--- config.mk ---
export PLATFORM = sky130hd
export DESIGN_NAME = lsu_mem_ctrl_flat
export DESIGN_NICKNAME = d
export VERILOG_FILES = /design/src/rtl/lsu_mem_ctrl_if.sv /design/src/rtl/lsu_mem_ctrl.sv /design/src/flat_wrapper.sv
export SDC_FILE = /design/constraint.sdc
export NUM_CORES = 1
export LEC_CHECK = 0
export CAP_MARGIN = 20
export CORE_UTILIZATION = 61
export CTS_BUF_LIST = sky130_fd_sc_hd__clkbuf_8
export CTS_CLUSTER_DIAMETER = 200
export DETAILED_ROUTE_END_ITERATION = 12
export DONT_BUFFER_PORTS = 1
export PLACE_DENSITY = 0.88
export SLEW_MARGIN = 30
export SYNTH_ARGS = -nofsm -noshare
export SYNTH_HDL_FRONTEND = slang
export SYNTH_SLANG_ARGS = --single-unit
--- constraint.sdc ---
create_clock -name clk -period 5.35 [get_ports clk]
set_clock_uncertainty 0.05 [all_clocks]
set_input_delay 0.8025 -clock clk [delete_from_list [all_inputs] [get_ports clk]]
set_output_delay 0.8025 -clock clk [all_outputs]
set_load 0.005 [all_outputs]
--- src/rtl/lsu_mem_ctrl_if.sv ---
// Data-memory bus between the load/store unit (master) and data memory (slave).
//   bus_req   : LSU requests an access (held for the whole bus phase)
//   bus_we    : 1 = write, 0 = read
//   bus_addr  : word-aligned byte address
//   bus_wstrb : byte strobes for writes, zero for reads
//   bus_wdata : lane-steered write data
//   bus_ready : memory accepts/completes the request this cycle
//   bus_rdata : read word, valid with bus_ready on reads
interface lsu_mem_ctrl_if;
   logic        bus_req;
   logic        bus_we;
   logic [31:0] bus_addr;
   logic [3:0]  bus_wstrb;
   logic [31:0] bus_wdata;
   logic        bus_ready;
   logic [31:0] bus_rdata;

   modport master (
      output bus_req, bus_we, bus_addr, bus_wstrb, bus_wdata,
      input  bus_ready, bus_rdata
   );

   modport slave (
      input  bus_req, bus_we, bus_addr, bus_wstrb, bus_wdata,
      output bus_ready, bus_rdata
   );
endinterface

--- src/rtl/lsu_mem_ctrl.sv ---
// Load/store unit: executes one memory access per core request over a
// req/ready data bus, stalling the core until it completes or faults.
// Ports:
//   clk, rst_n     : clock, synchronous active-low reset
//   mem_valid      : core presents a load/store (held while stall=1)
//   MemRw          : 1 = store, 0 = load
//   LoadStoreMode  : funct3 (000 B, 001 H, 010 W, 100 BU, 101 HU)
//   addr, wdata    : byte address and store data from the core
//   stall          : combinational pipeline freeze
//   done, fault    : one-cycle completion pulse and its fault flag
//   rdata          : extended load result, held until the next completed load
//   bus            : data-memory bus (master side)
module lsu_mem_ctrl #(
   parameter int unsigned TIMEOUT = 16
) (
   input  logic                 clk,
   input  logic                 rst_n,
   input  logic                 mem_valid,
   input  logic                 MemRw,
   input  logic [2:0]           LoadStoreMode,
   input  logic [31:0]          addr,
   input  logic [31:0]          wdata,
   output logic                 stall,
   output logic                 done,
   output logic                 fault,
   output logic [31:0]          rdata,
   lsu_mem_ctrl_if.master       bus
);

   localparam int unsigned TW = (TIMEOUT < 2) ? 1 : $clog2(TIMEOUT);

   typedef enum logic [1:0] {
      IDLE  = 2'd0,
      BUS   = 2'd1,
      DONE  = 2'd2,
      FAULT = 2'd3
   } state_t;

   state_t        state_q, state_d;
   logic [TW-1:0] timer_q, timer_d;
   logic [2:0]    mode_q, mode_d;
   logic [1:0]    off_q, off_d;
   logic          we_q, we_d;

   logic          req_d, bus_we_d, done_d, fault_d;
   logic [31:0]   bus_addr_d, bus_wdata_d, rdata_d;
   logic [3:0]    bus_wstrb_d;

   logic          legal_c;
   logic [3:0]    strb_c;
   logic [31:0]   steer_c;
   logic [31:0]   shifted_c;
   logic [31:0]   ext_c;

   assign stall = ((state_q == IDLE) && mem_valid) || (state_q == BUS);

   // Legality and store lane steering of the incoming request
   always_comb begin
      legal_c = 1'b0;
      case (LoadStoreMode)
         3'b000, 3'b100: legal_c = 1'b1;
         3'b001, 3'b101: legal_c = ~addr[0];
         3'b010:         legal_c = (addr[1:0] == 2'b00);
         default:        legal_c = 1'b0;
      endcase
      // Unsigned variants exist only for loads
      if (MemRw && LoadStoreMode[2]) begin
         legal_c = 1'b0;
      end

      strb_c  = 4'b1111;
      steer_c = wdata;
      case (LoadStoreMode[1:0])
         2'b00: begin
            strb_c  = 4'b0001 << addr[1:0];
            steer_c = {4{wdata[7:0]}};
         end
         2'b01: begin
            strb_c  = 4'b0011 << addr[1:0];
            steer_c = {2{wdata[15:0]}};
         end
         default: begin
            strb_c  = 4'b1111;
            steer_c = wdata;
         end
      endcase
   end

   // Load lane selection and sign/zero extension of the returned word
   always_comb begin
      shifted_c = bus.bus_rdata >> {off_q, 3'b000};
      case (mode_q)
         3'b000:  ext_c = {{24{shifted_c[7]}}, shifted_c[7:0]};
         3'b001:  ext_c = {{16{shifted_c[15]}}, shifted_c[15:0]};
         3'b100:  ext_c = {24'h000000, shifted_c[7:0]};
         3'b101:  ext_c = {16'h0000, shifted_c[15:0]};
         default: ext_c = bus.bus_rdata;
      endcase
   end

   // Next-state and next-output logic
   always_comb begin
      state_d     = state_q;
      timer_d     = timer_q;
      mode_d      = mode_q;
      off_d       = off_q;
      we_d        = we_q;
      req_d       = 1'b0;
      bus_we_d    = 1'b0;
      done_d      = 1'b0;
      fault_d     = 1'b0;
      bus_addr_d  = bus.bus_addr;
      bus_wstrb_d = bus.bus_wstrb;
      bus_wdata_d = bus.bus_wdata;
      rdata_d     = rdata;

      case (state_q)
         IDLE: begin
            if (mem_valid) begin
               mode_d  = LoadStoreMode;
               off_d   = addr[1:0];
               we_d    = MemRw;
               timer_d = '0;
               if (legal_c) begin
                  state_d     = BUS;
                  req_d       = 1'b1;
                  bus_we_d    = MemRw;
                  bus_addr_d  = {addr[31:2], 2'b00};
                  bus_wstrb_d = MemRw ? strb_c : 4'b0000;
                  bus_wdata_d = steer_c;
               end else begin
                  // Faulting accesses never touch the bus
                  state_d = FAULT;
                  done_d  = 1'b1;
                  fault_d = 1'b1;
               end
            end
         end
         BUS: begin
            // Ready takes priority over an expiring timer
            if (bus.bus_ready) begin
               state_d = DONE;
               done_d  = 1'b1;
               if (!we_q) begin
                  rdata_d = ext_c;
               end
            end else if (timer_q == TW'(TIMEOUT - 1)) begin
               state_d = FAULT;
               done_d  = 1'b1;
               fault_d = 1'b1;
            end else begin
               timer_d  = TW'(timer_q + 1'b1);
               req_d    = 1'b1;
               bus_we_d = we_q;
            end
         end
         DONE:    state_d = IDLE;
         FAULT:   state_d = IDLE;
         default: state_d = IDLE;
      endcase
   end

   // State and registered outputs
   always_ff @(posedge clk) begin
      if (!rst_n) begin
         state_q       <= IDLE;
         timer_q       <= '0;
         mode_q        <= 3'b000;
         off_q         <= 2'b00;
         we_q          <= 1'b0;
         done          <= 1'b0;
         fault         <= 1'b0;
         rdata         <= 32'h0;
         bus.bus_req   <= 1'b0;
         bus.bus_we    <= 1'b0;
         bus.bus_addr  <= 32'h0;
         bus.bus_wstrb <= 4'b0000;
         bus.bus_wdata <= 32'h0;
      end else begin
         state_q       <= state_d;
         timer_q       <= timer_d;
         mode_q        <= mode_d;
         off_q         <= off_d;
         we_q          <= we_d;
         done          <= done_d;
         fault         <= fault_d;
         rdata         <= rdata_d;
         bus.bus_req   <= req_d;
         bus.bus_we    <= bus_we_d;
         bus.bus_addr  <= bus_addr_d;
         bus.bus_wstrb <= bus_wstrb_d;
         bus.bus_wdata <= bus_wdata_d;
      end
   end

endmodule

--- src/flat_wrapper.sv ---
// flat-port wrapper written by rule: the top's interface ports become plain ports
module lsu_mem_ctrl_flat 
#(
   parameter int unsigned TIMEOUT = 16
)
  (clk, rst_n, mem_valid, MemRw, LoadStoreMode, addr, wdata, stall, done, fault, rdata, bus_bus_req, bus_bus_we, bus_bus_addr, bus_bus_wstrb, bus_bus_wdata, bus_bus_ready, bus_bus_rdata);
  lsu_mem_ctrl_if bus_i ();
  input  logic clk;
  input  logic rst_n;
  input  logic mem_valid;
  input  logic MemRw;
  input  logic [2:0] LoadStoreMode;
  input  logic [31:0] addr;
  input  logic [31:0] wdata;
  output logic stall;
  output logic done;
  output logic fault;
  output logic [31:0] rdata;
  output wire logic [$bits(bus_i.bus_req)-1:0] bus_bus_req;
  output wire logic [$bits(bus_i.bus_we)-1:0] bus_bus_we;
  output wire logic [$bits(bus_i.bus_addr)-1:0] bus_bus_addr;
  output wire logic [$bits(bus_i.bus_wstrb)-1:0] bus_bus_wstrb;
  output wire logic [$bits(bus_i.bus_wdata)-1:0] bus_bus_wdata;
  input wire logic [$bits(bus_i.bus_ready)-1:0] bus_bus_ready;
  input wire logic [$bits(bus_i.bus_rdata)-1:0] bus_bus_rdata;
  assign bus_bus_req = bus_i.bus_req;
  assign bus_bus_we = bus_i.bus_we;
  assign bus_bus_addr = bus_i.bus_addr;
  assign bus_bus_wstrb = bus_i.bus_wstrb;
  assign bus_bus_wdata = bus_i.bus_wdata;
  assign bus_i.bus_ready = bus_bus_ready;
  assign bus_i.bus_rdata = bus_bus_rdata;
  lsu_mem_ctrl #(.TIMEOUT(TIMEOUT)) u_core (.clk(clk), .rst_n(rst_n), .mem_valid(mem_valid), .MemRw(MemRw), .LoadStoreMode(LoadStoreMode), .addr(addr), .wdata(wdata), .stall(stall), .done(done), .fault(fault), .rdata(rdata), .bus(bus_i));
endmodule
=== Word level (Yosys, flattened, before mapping) ===
Cells that the tools add are included.

* Bits in registers: 114
* Output and inout port bits: 105
* Logic and storage cells: 84
* Input port bits: 104

* Multiplexer cells: 32
* Eq/ne operators: 16
* Shift-type cells: 3
* Bitwise logic cells: 2
* Add/sub/neg operators: 1
* Reduce and logical (&&, ||, !) cells: 17

{| class="wikitable"
|+ Operators with widths
! operator !! count
|-
| 32-bit case mux with 4 select lines || 1
|-
| 32-bit case mux with 2 select lines || 1
|-
| 32-bit by 5-bit >> shifter with 16-bit output || 1
|-
| 4-bit 2-to-1 mux || 4
|-
| 4-bit case mux with 2 select lines || 2
|-
| 1-bit 2-to-1 mux || 14
|-
| 3-bit equality test (second input constant) || 4
|-
| 2-bit 2-to-1 mux || 4
|-
| 1-bit case mux with 2 select lines || 4
|-
| 3-bit by 1-bit equality test with 1-bit output (second input constant) || 2
|-
| 2-bit zero test || 3
|-
| 3-bit zero test || 2
|-
| 2-bit inequality test (second input constant) || 3
|-
| 2-bit case mux with 3 select lines || 1
|-
| 3-bit AND reduction || 2
|-
| 2-bit OR reduction || 3
|-
| 4-bit by 1-bit adder with 4-bit output (second input constant) || 1
|-
| 2-bit by 1-bit equality test with 1-bit output (second input constant) || 2
|-
| 2-bit equality test (second input constant) || 2
|-
| 4-bit equality test (second input constant) || 1
|-
| 2-bit AND reduction || 2
|-
| 4-bit AND reduction || 1
|-
| 1-bit by 2-bit left shift with 4-bit output (first input constant) || 1
|-
| 2-bit by 2-bit left shift with 4-bit output (first input constant) || 1
|-
| 7 further kinds || 9
|}

=== Longest topological paths before layout ===
Gate-level depths: netlist (run 1).

* Depth after elaboration: 7
* Depth in mapped cells: 9
* Gate-level depth less buffers: 5

=== Worst setup path before layout (run 1) ===
OpenSTA, ideal clock, no wires.

* Path type: input to register
* From: input port LoadStoreMode[2]
* To: register u_core.bus.bus_wstrb[0]
* Path buffers: 3
* Cell stages on the path: 6
* Path slack: 3.209 ns
* Arrival time: 1.968 ns
* Setup time: 0.123 ns
* Required time: 5.177 ns
* Cells stage by stage: or4_4 -> a21oi_4 -> buf_6 -> buf_8 -> buf_8 -> o22ai_1

* Cells in the longest elaborated chain, start to end: 5
* Elaborated cells on any way between the ends: 11
* Classes of those cells: 4 x eq/ne; 2 x mux; 5 x reduce/logical

{| class="wikitable"
|+ Ends and longest elaborated chain
! what !! RTL line !! source
|-
| from (decl) || flat_wrapper.sv:12 || <nowiki>input logic [2:0] LoadStoreMode;</nowiki>
|-
| 3-bit by 1-bit equality test with 1-bit output, or another cell as far along || lsu_mem_ctrl.sv:60 || <nowiki>case (LoadStoreMode)</nowiki>
|-
| 2-bit OR reduction || lsu_mem_ctrl.sv:60 ||
|-
| 1-bit case mux with 3 select lines || lsu_mem_ctrl.sv:60 ||
|-
| 1-bit 2-to-1 mux (*) || lsu_mem_ctrl.sv:67 || <nowiki>if (MemRw && LoadStoreMode[2]) begin</nowiki>
|-
| 3-bit AND reduction (no line) (*) || -- ||
|-
| to (signal assigned) || lsu_mem_ctrl.sv:191 || <nowiki>bus.bus_wstrb <= bus_wstrb_d;</nowiki>
|-
| to (decl) || lsu_mem_ctrl_if.sv:19 || <nowiki>output bus_req, bus_we, bus_addr, bus_wstrb, bus_wdata,</nowiki>
|}

Mark *: on every way between the ends. The rest lies on a longest branch, timed or not.
A chain may end at the register's enable or synchronous reset.

=== Final worst setup path (run 1) ===
* From: register u_core.state_q[1]
* To: register u_core.bus.bus_wdata[10]

* Cells in the longest elaborated chain, start to end: 2

{| class="wikitable"
|+ Ends and longest elaborated chain
! what !! RTL line !! source
|-
| from (decl) || lsu_mem_ctrl.sv:39 || <nowiki>state_t state_q, state_d;</nowiki>
|-
| from (signal assigned) || lsu_mem_ctrl.sv:180 || <nowiki>state_q <= state_d;</nowiki>
|-
| 2-bit zero test || lsu_mem_ctrl.sv:117 || <nowiki>case (state_q)</nowiki>
|-
| 3-bit AND reduction (no line) || -- ||
|-
| to (signal assigned) || lsu_mem_ctrl.sv:192 || <nowiki>bus.bus_wdata <= bus_wdata_d;</nowiki>
|-
| to (decl) || lsu_mem_ctrl_if.sv:19 ||
|}

No other way between the ends.

==> flow_summary.toml, run 1 <==
[logic_synthesis]
yosysTopAreaCellShare_pct = 44.5
netlist_instances = 627
ys_seq_elements = 114
ys_top_cells_by_area = "dfxtp_1, nand2_1, o21ai_0, nand3_1, mux2i_1"
synth_edf_count = 0
synth_seq_area_share_pct = 44.5
syn_area_um2 = 5130
synth_top_cell_by_area = "dfxtp_1"
async_flop_share_pct = 0
synth.distinct_cells = 53
ys_warn_count = 0
synth_flop_cell = "dfxtp_1"
avgSynthCellArea_um2 = 8.18

[pwr]
internal_power_mw = 1.38
p_seq_share_pct = 49.8
p_leak_nw = 2.06
combPwrFrac_pct = 8.4
p_clk_share_pct = 41.8
p_sw_mw = 0.516
ir_drop_mv = 0.217
p_sw_share_pct = 27.3
power_density_nw_per_um2 = 350

[sta]
period_share_pct = 52.6
fin_tns_setup_ns = 0
slew_headroom_pct = 39.8
maxSlewViolCount = 0
hold_viol_final = 0
worst_hold_slack_ns = 0.432
timing.fmax_mhz = 356
rsz0062_at_grt = "false"
setup_viol = 0
period_minus_slack_ns = 2.81
tightest_slew_ns = 0.903
worst_slack_ns = 2.54

[critical_path]
endpoint = "u_core.bus.bus_wdata[10]"
cp-end-kind = "register"
r2r_end = "u_core.bus.bus_wdata[10]"
worstPathMaxFanout = 109
start_kind = "register"
crit_required_ns = 5.59
rr_startpoint = "u_core.state_q[1]"
cp.arrival_ns = 3.05
reg2reg_depth = 5
criticalPathCategory = "reg -> reg"
ff2ff_setup_slack_ns = 2.54
cp-startpoint = "u_core.state_q[1]"

[clocking]
cts_tree = "done"
clock_sinks = 114
postCtsHoldBufs = 0
cts-resized-gates = 0
cts.htree.levels = 4
numCtsBuffers = 17
clk_path_buf_depth = 2
root_buffer = "clkbuf_8"
cts.reportedPaths.clkPinSlew_ns = 0.07
post_cts_buffers = 0
clock_latency_ns = 0.40

[job]
cap_violations = 0

[grt]
antenna_found_initial = 0
grt_pass1_wl_um = 19600
grt_max_degree = 157
grt_usage_pct = 28.8
overflow = 0
grt_pass1_vias = 4035

[run_status]
status = "complete, no violations"

[route]
final_antenna_net_count = 0
wl_per_cell_um = 18.2
drc = 0
avgViaCountPerCell = 6.28
totalWireLength_um = 13000
vias = 4468
drt_iter0_drc = 326
first_pass_iters = 5

[final_layout]
n_antenna_cell = 0
area_growth_pct = 5.30
multi_input_area_um2 = 2560
fillers = 673
final_area_um2 = 5400
nNetsFinal = 699
regArea_um2 = 2280
final_common_cell = "nand2_1"
final_util_pct = 66.0
drive_gt1_share_pct = 7.41
layout_common_cells = "nand2_1, dfxtp_1, o21ai_0, nand3_1, nor2_1"

[floorplanning]
dieArea_um2 = 8770
die_x_um = 93.7
core_area_um2 = 8180
ios = 209
die_h_um = 93.7
rows = 33
initial_core_util_pct = 62.7

[placed_design]
routabilityCongestion = 0.883
place_hpwl_um = 8780
dpl_cell_area_um2 = 5000
place_ws_ns = 2.25
numPortBuffers = 0

[hold_path]
hold_class = "reg -> reg"
flip-flops by register name (all words and copies together), names as in the netlist:
signal and cells:
u_core.bus.bus_wdata 32, u_core.state_q 2, u_core.rdata 32, u_core.off_q 2
u_core.timer_q 4, u_core.bus.bus_addr 30, u_core.mode_q 3, u_core.bus.bus_we 1
u_core.bus.bus_wstrb 4, u_core.done 1, u_core.bus.bus_req 1, u_core.fault 1
u_core.we_q 1
cell usage after synthesis (3+ instances only):
cell,number
o32ai_1,7
nand2_1,124
buf_2,4
buf_4,10
o21ai_0,83
o211a_1,16
o22ai_1,4
a21oi_1,22
buf_1,6
dfxtp_1,114
or3_1,9
clkbuf_1,31
nor2b_1,4
inv_1,3
a21boi_0,7
mux2i_1,24
nand2b_1,9
o2bb2ai_1,7
nand3_1,58
nor2_1,28
o211ai_1,8
a31oi_1,16
power groups by stage:
stage / Sequential [mW] / Clock, mW / Combinational [mW]
2_1_floorplan: 0.939 / 0 / 0.169
3_3_place_gp: 0.958 / 0 / 0.148
3_5_place_dp: 0.959 / 0 / 0.157
4_1_cts: 0.940 / 0.801 / 0.158
5_1_grt: 0.946 / 0.843 / 0.179
6_report: 0.941 / 0.791 / 0.159
cells by family after synthesis:
family	Yosys count	share of synthesized area, %
AOI/OAI and AO/OA	182	22.6
adders and majority gates	1	0.244
buffers and inverters	59	5.78
DFF	114	44.5
muxes	26	5.35
other	1	0.0732
and+or+nand+nor	244	21.4
routing by layer:
metal | up-vias | track usage (%) | share of wire, %
met5 | - | 0 | 0
met4 | 0 | 10.1 | 2.2
met3 | 30 | 11.7 | 11
met2 | 250 | 48.4 | 50
met1 | 2038 | 33.1 | 38
li1 | 2150 | - | -
critical path, cell delays in order (launching register included):
cell     delay (ns)
dfxtp_1        0.43
or3b_1         0.60
a21oi_4        0.45
buf_4          0.77
nand3_1        0.16
o211a_1        0.18
metrics by stage:
| step | instances | total power, mW |
|---|---|---|
| after CTS | 712 | 1.90 |
| after global routing | 712 | 1.97 |
| after floorplan | 628 | 1.11 |
| after global placement | 680 | 1.11 |
| final | 712 | 1.89 |
| after detailed placement | 680 | 1.12 |
how the worst min path moves through the flow:
stage	depth (start not counted)	from	end
after CTS	2	u_core.bus.bus_wdata[6]	u_core.bus.bus_wdata[6]
after floorplan	2	u_core.bus.bus_addr[10]	u_core.bus.bus_addr[10]
after global placement	2	u_core.bus.bus_addr[29]	u_core.bus.bus_addr[29]
after global routing	2	wdata[6]	u_core.bus.bus_wdata[6]
after detailed placement	2	u_core.bus.bus_addr[4]	u_core.bus.bus_addr[4]
final	2	u_core.bus.bus_addr[5]	u_core.bus.bus_addr[5]
area by class of cell:
class,instances,area share [%]
Clock buffer,17,4.33
Clock inverter,15,2.97
Inverter,3,0.209
Multi-Input combinational cell,455,47.4
Sequential cell,114,42.3
Tap cell,105,2.43
Timing Repair Buffer,3,0.417
Note: power is estimated with default switching activity, not from simulation.
==> run 2: changes to the inputs <==
clock period = 2.6 ns   (was 5.35 ns; I/O delays follow)
==> run 2 against run 1 <==
  * Setup slack lost 2.2 ns
  * Cell count rose by 0.42%
  * Core utilization grew 0.54 points
  * Design area increased by 0.81%
  * Combinational power is 110% higher
  * Register-to-register slack lost 2.2 ns
  * Global-route usage grew 0.37 points
  * Non-clock buffer count rose by 3
  * Critical path type unchanged
==> flow_summary.toml, run 2 (same netlist as run 1, synthesis figures left out) <==
[run_status]
status = "complete, no violations"

[pwr]
p_sw_mw = 1.06
power_density_nw_per_um2 = 722
p_seq_share_pct = 49.2
p_clk_share_pct = 42.1
ir_drop_mv = 0.479
internal_power_mw = 2.87
p_sw_share_pct = 27.0
p_leak_nw = 2.08
combPwrFrac_pct = 8.7

[hold_path]
min_path_cells = 2
hold_class = "in -> reg"

[clocking]
post_cts_buffers = 0
clock_latency_ns = 0.41
cts-resized-gates = 0
cts_tree = "done"
clk_path_buf_depth = 2
numCtsBuffers = 17
root_buffer = "clkbuf_8"
cts.reportedPaths.clkPinSlew_ns = 0.08
cts.htree.levels = 4
clock_sinks = 114
postCtsHoldBufs = 0

[floorplanning]
initial_core_util_pct = 62.7
core_area_um2 = 8180
ios = 209
rows = 33
die_h_um = 93.7
die_x_um = 93.7
dieArea_um2 = 8770

[grt]
overflow = 0
grt_usage_pct = 29.2
antenna_found_initial = 0
grt_max_degree = 157
grt_pass1_vias = 4108
grt_pass1_wl_um = 19800

[critical_path]
start_kind = "register"
reg2reg_depth = 4
cp.arrival_ns = 2.46
crit_required_ns = 2.82
worstPathMaxFanout = 16
criticalPathCategory = "reg -> reg"
cp-end-kind = "register"

[job]
cap_violations = 0

[sta]
worst_slack_ns = 0.354
worst_hold_slack_ns = 0.0560
hold_viol_final = 0
timing.fmax_mhz = 445
setup_viol = 0
period_minus_slack_ns = 2.25
fin_tns_setup_ns = 0
rsz0062_at_grt = "false"
tightest_slew_ns = 0.669
period_share_pct = 86.4
maxSlewViolCount = 0
slew_headroom_pct = 55.4

[final_layout]
instances_no_fill = 715
area_growth_pct = 6.15
reg.largest.list = "u_core.bus.bus_wdata x32, u_core.rdata x32, u_core.bus.bus_addr x30"
n_antenna_cell = 0
nNetsFinal = 702
drive_gt1_share_pct = 7.87
final_common_cell = "nand2_1"
layout_common_cells = "nand2_1, dfxtp_1, o21ai_0, nand3_1, nor2_1"

[route]
drt_iter0_drc = 328
drc = 0
first_pass_iters = 6
vias = 4516
totalWireLength_um = 13100
avgViaCountPerCell = 6.32
wl_per_cell_um = 18.3
final_antenna_net_count = 0

[placed_design]
place_ws_ns = 0.452
place_inst = 683
place_hpwl_um = 8950
routabilityCongestion = 0.914
numPortBuffers = 0
## run 2: changes by cell type in the layout (fill, tap and decap cells not counted), sizes merged
| cell | change |
|---|---|
| inv | +1 |
| clkbuf | +1 |
| clkinv | -2 |
| buf | +3 |
## run 2: worst max-delay path, stage by stage, from the launching register on
cell and delay [ns]:
dfxtp_1 0.52, mux4_2 0.60, nor2b_1 0.18, o21ai_2 0.55, a31oi_1 0.20
## run 2: per-stage QoR
step	power [mW]	instance area [um^2]	util, %
2_1_floorplan	2.28	5130	-
3_3_place_gp	2.28	5040	61.6
3_5_place_dp	2.30	5040	61.6
4_1_cts	3.94	5440	66.6
5_1_grt	4.08	5440	66.6
6_report	3.93	5440	66.6
## run 2: path summary, 6_finish.rpt
path | start | endpoint | slack [ns]
max | u_core.off_q[1] | u_core.rdata[30] | 0.35
min | addr[17] | u_core.bus.bus_addr[17] | 0.06
max reg2reg | u_core.off_q[1] | u_core.rdata[30] | 0.35
min reg2reg | u_core.bus.bus_addr[21] | u_core.bus.bus_addr[21] | 0.43
## run 2: area by class of cell
cell class / instances / area (um^2)
fillers: 691 / 2730
clock buffers: 18 / 248
repair buffers: 6 / 57.6
multi-input cells: 455 / 2560
clock inverters: 14 / 155
inverters: 3 / 11.3
flip-flops and latches: 114 / 2280
well taps: 105 / 131
## run 2: metal layers
layer	vias to the layer above	track usage (%)	wire, um
li1	2157	-	-
met4	0	14.5	361
met1	2053	33.2	4870
met3	36	10.6	1340
met2	270	48.3	6500
met5	-	0	0
## run 2: power by group through the flow
| stage | combinational, mW | sequential (mW) | clock [mW] |
|---|---|---|---|
| CTS | 0.336 | 1.93 | 1.68 |
| global placement | 0.315 | 1.97 | 0 |
| floorplan | 0.348 | 1.93 | 0 |
| detailed placement | 0.333 | 1.97 | 0 |
| finish | 0.340 | 1.93 | 1.65 |
| global route | 0.377 | 1.94 | 1.76 |
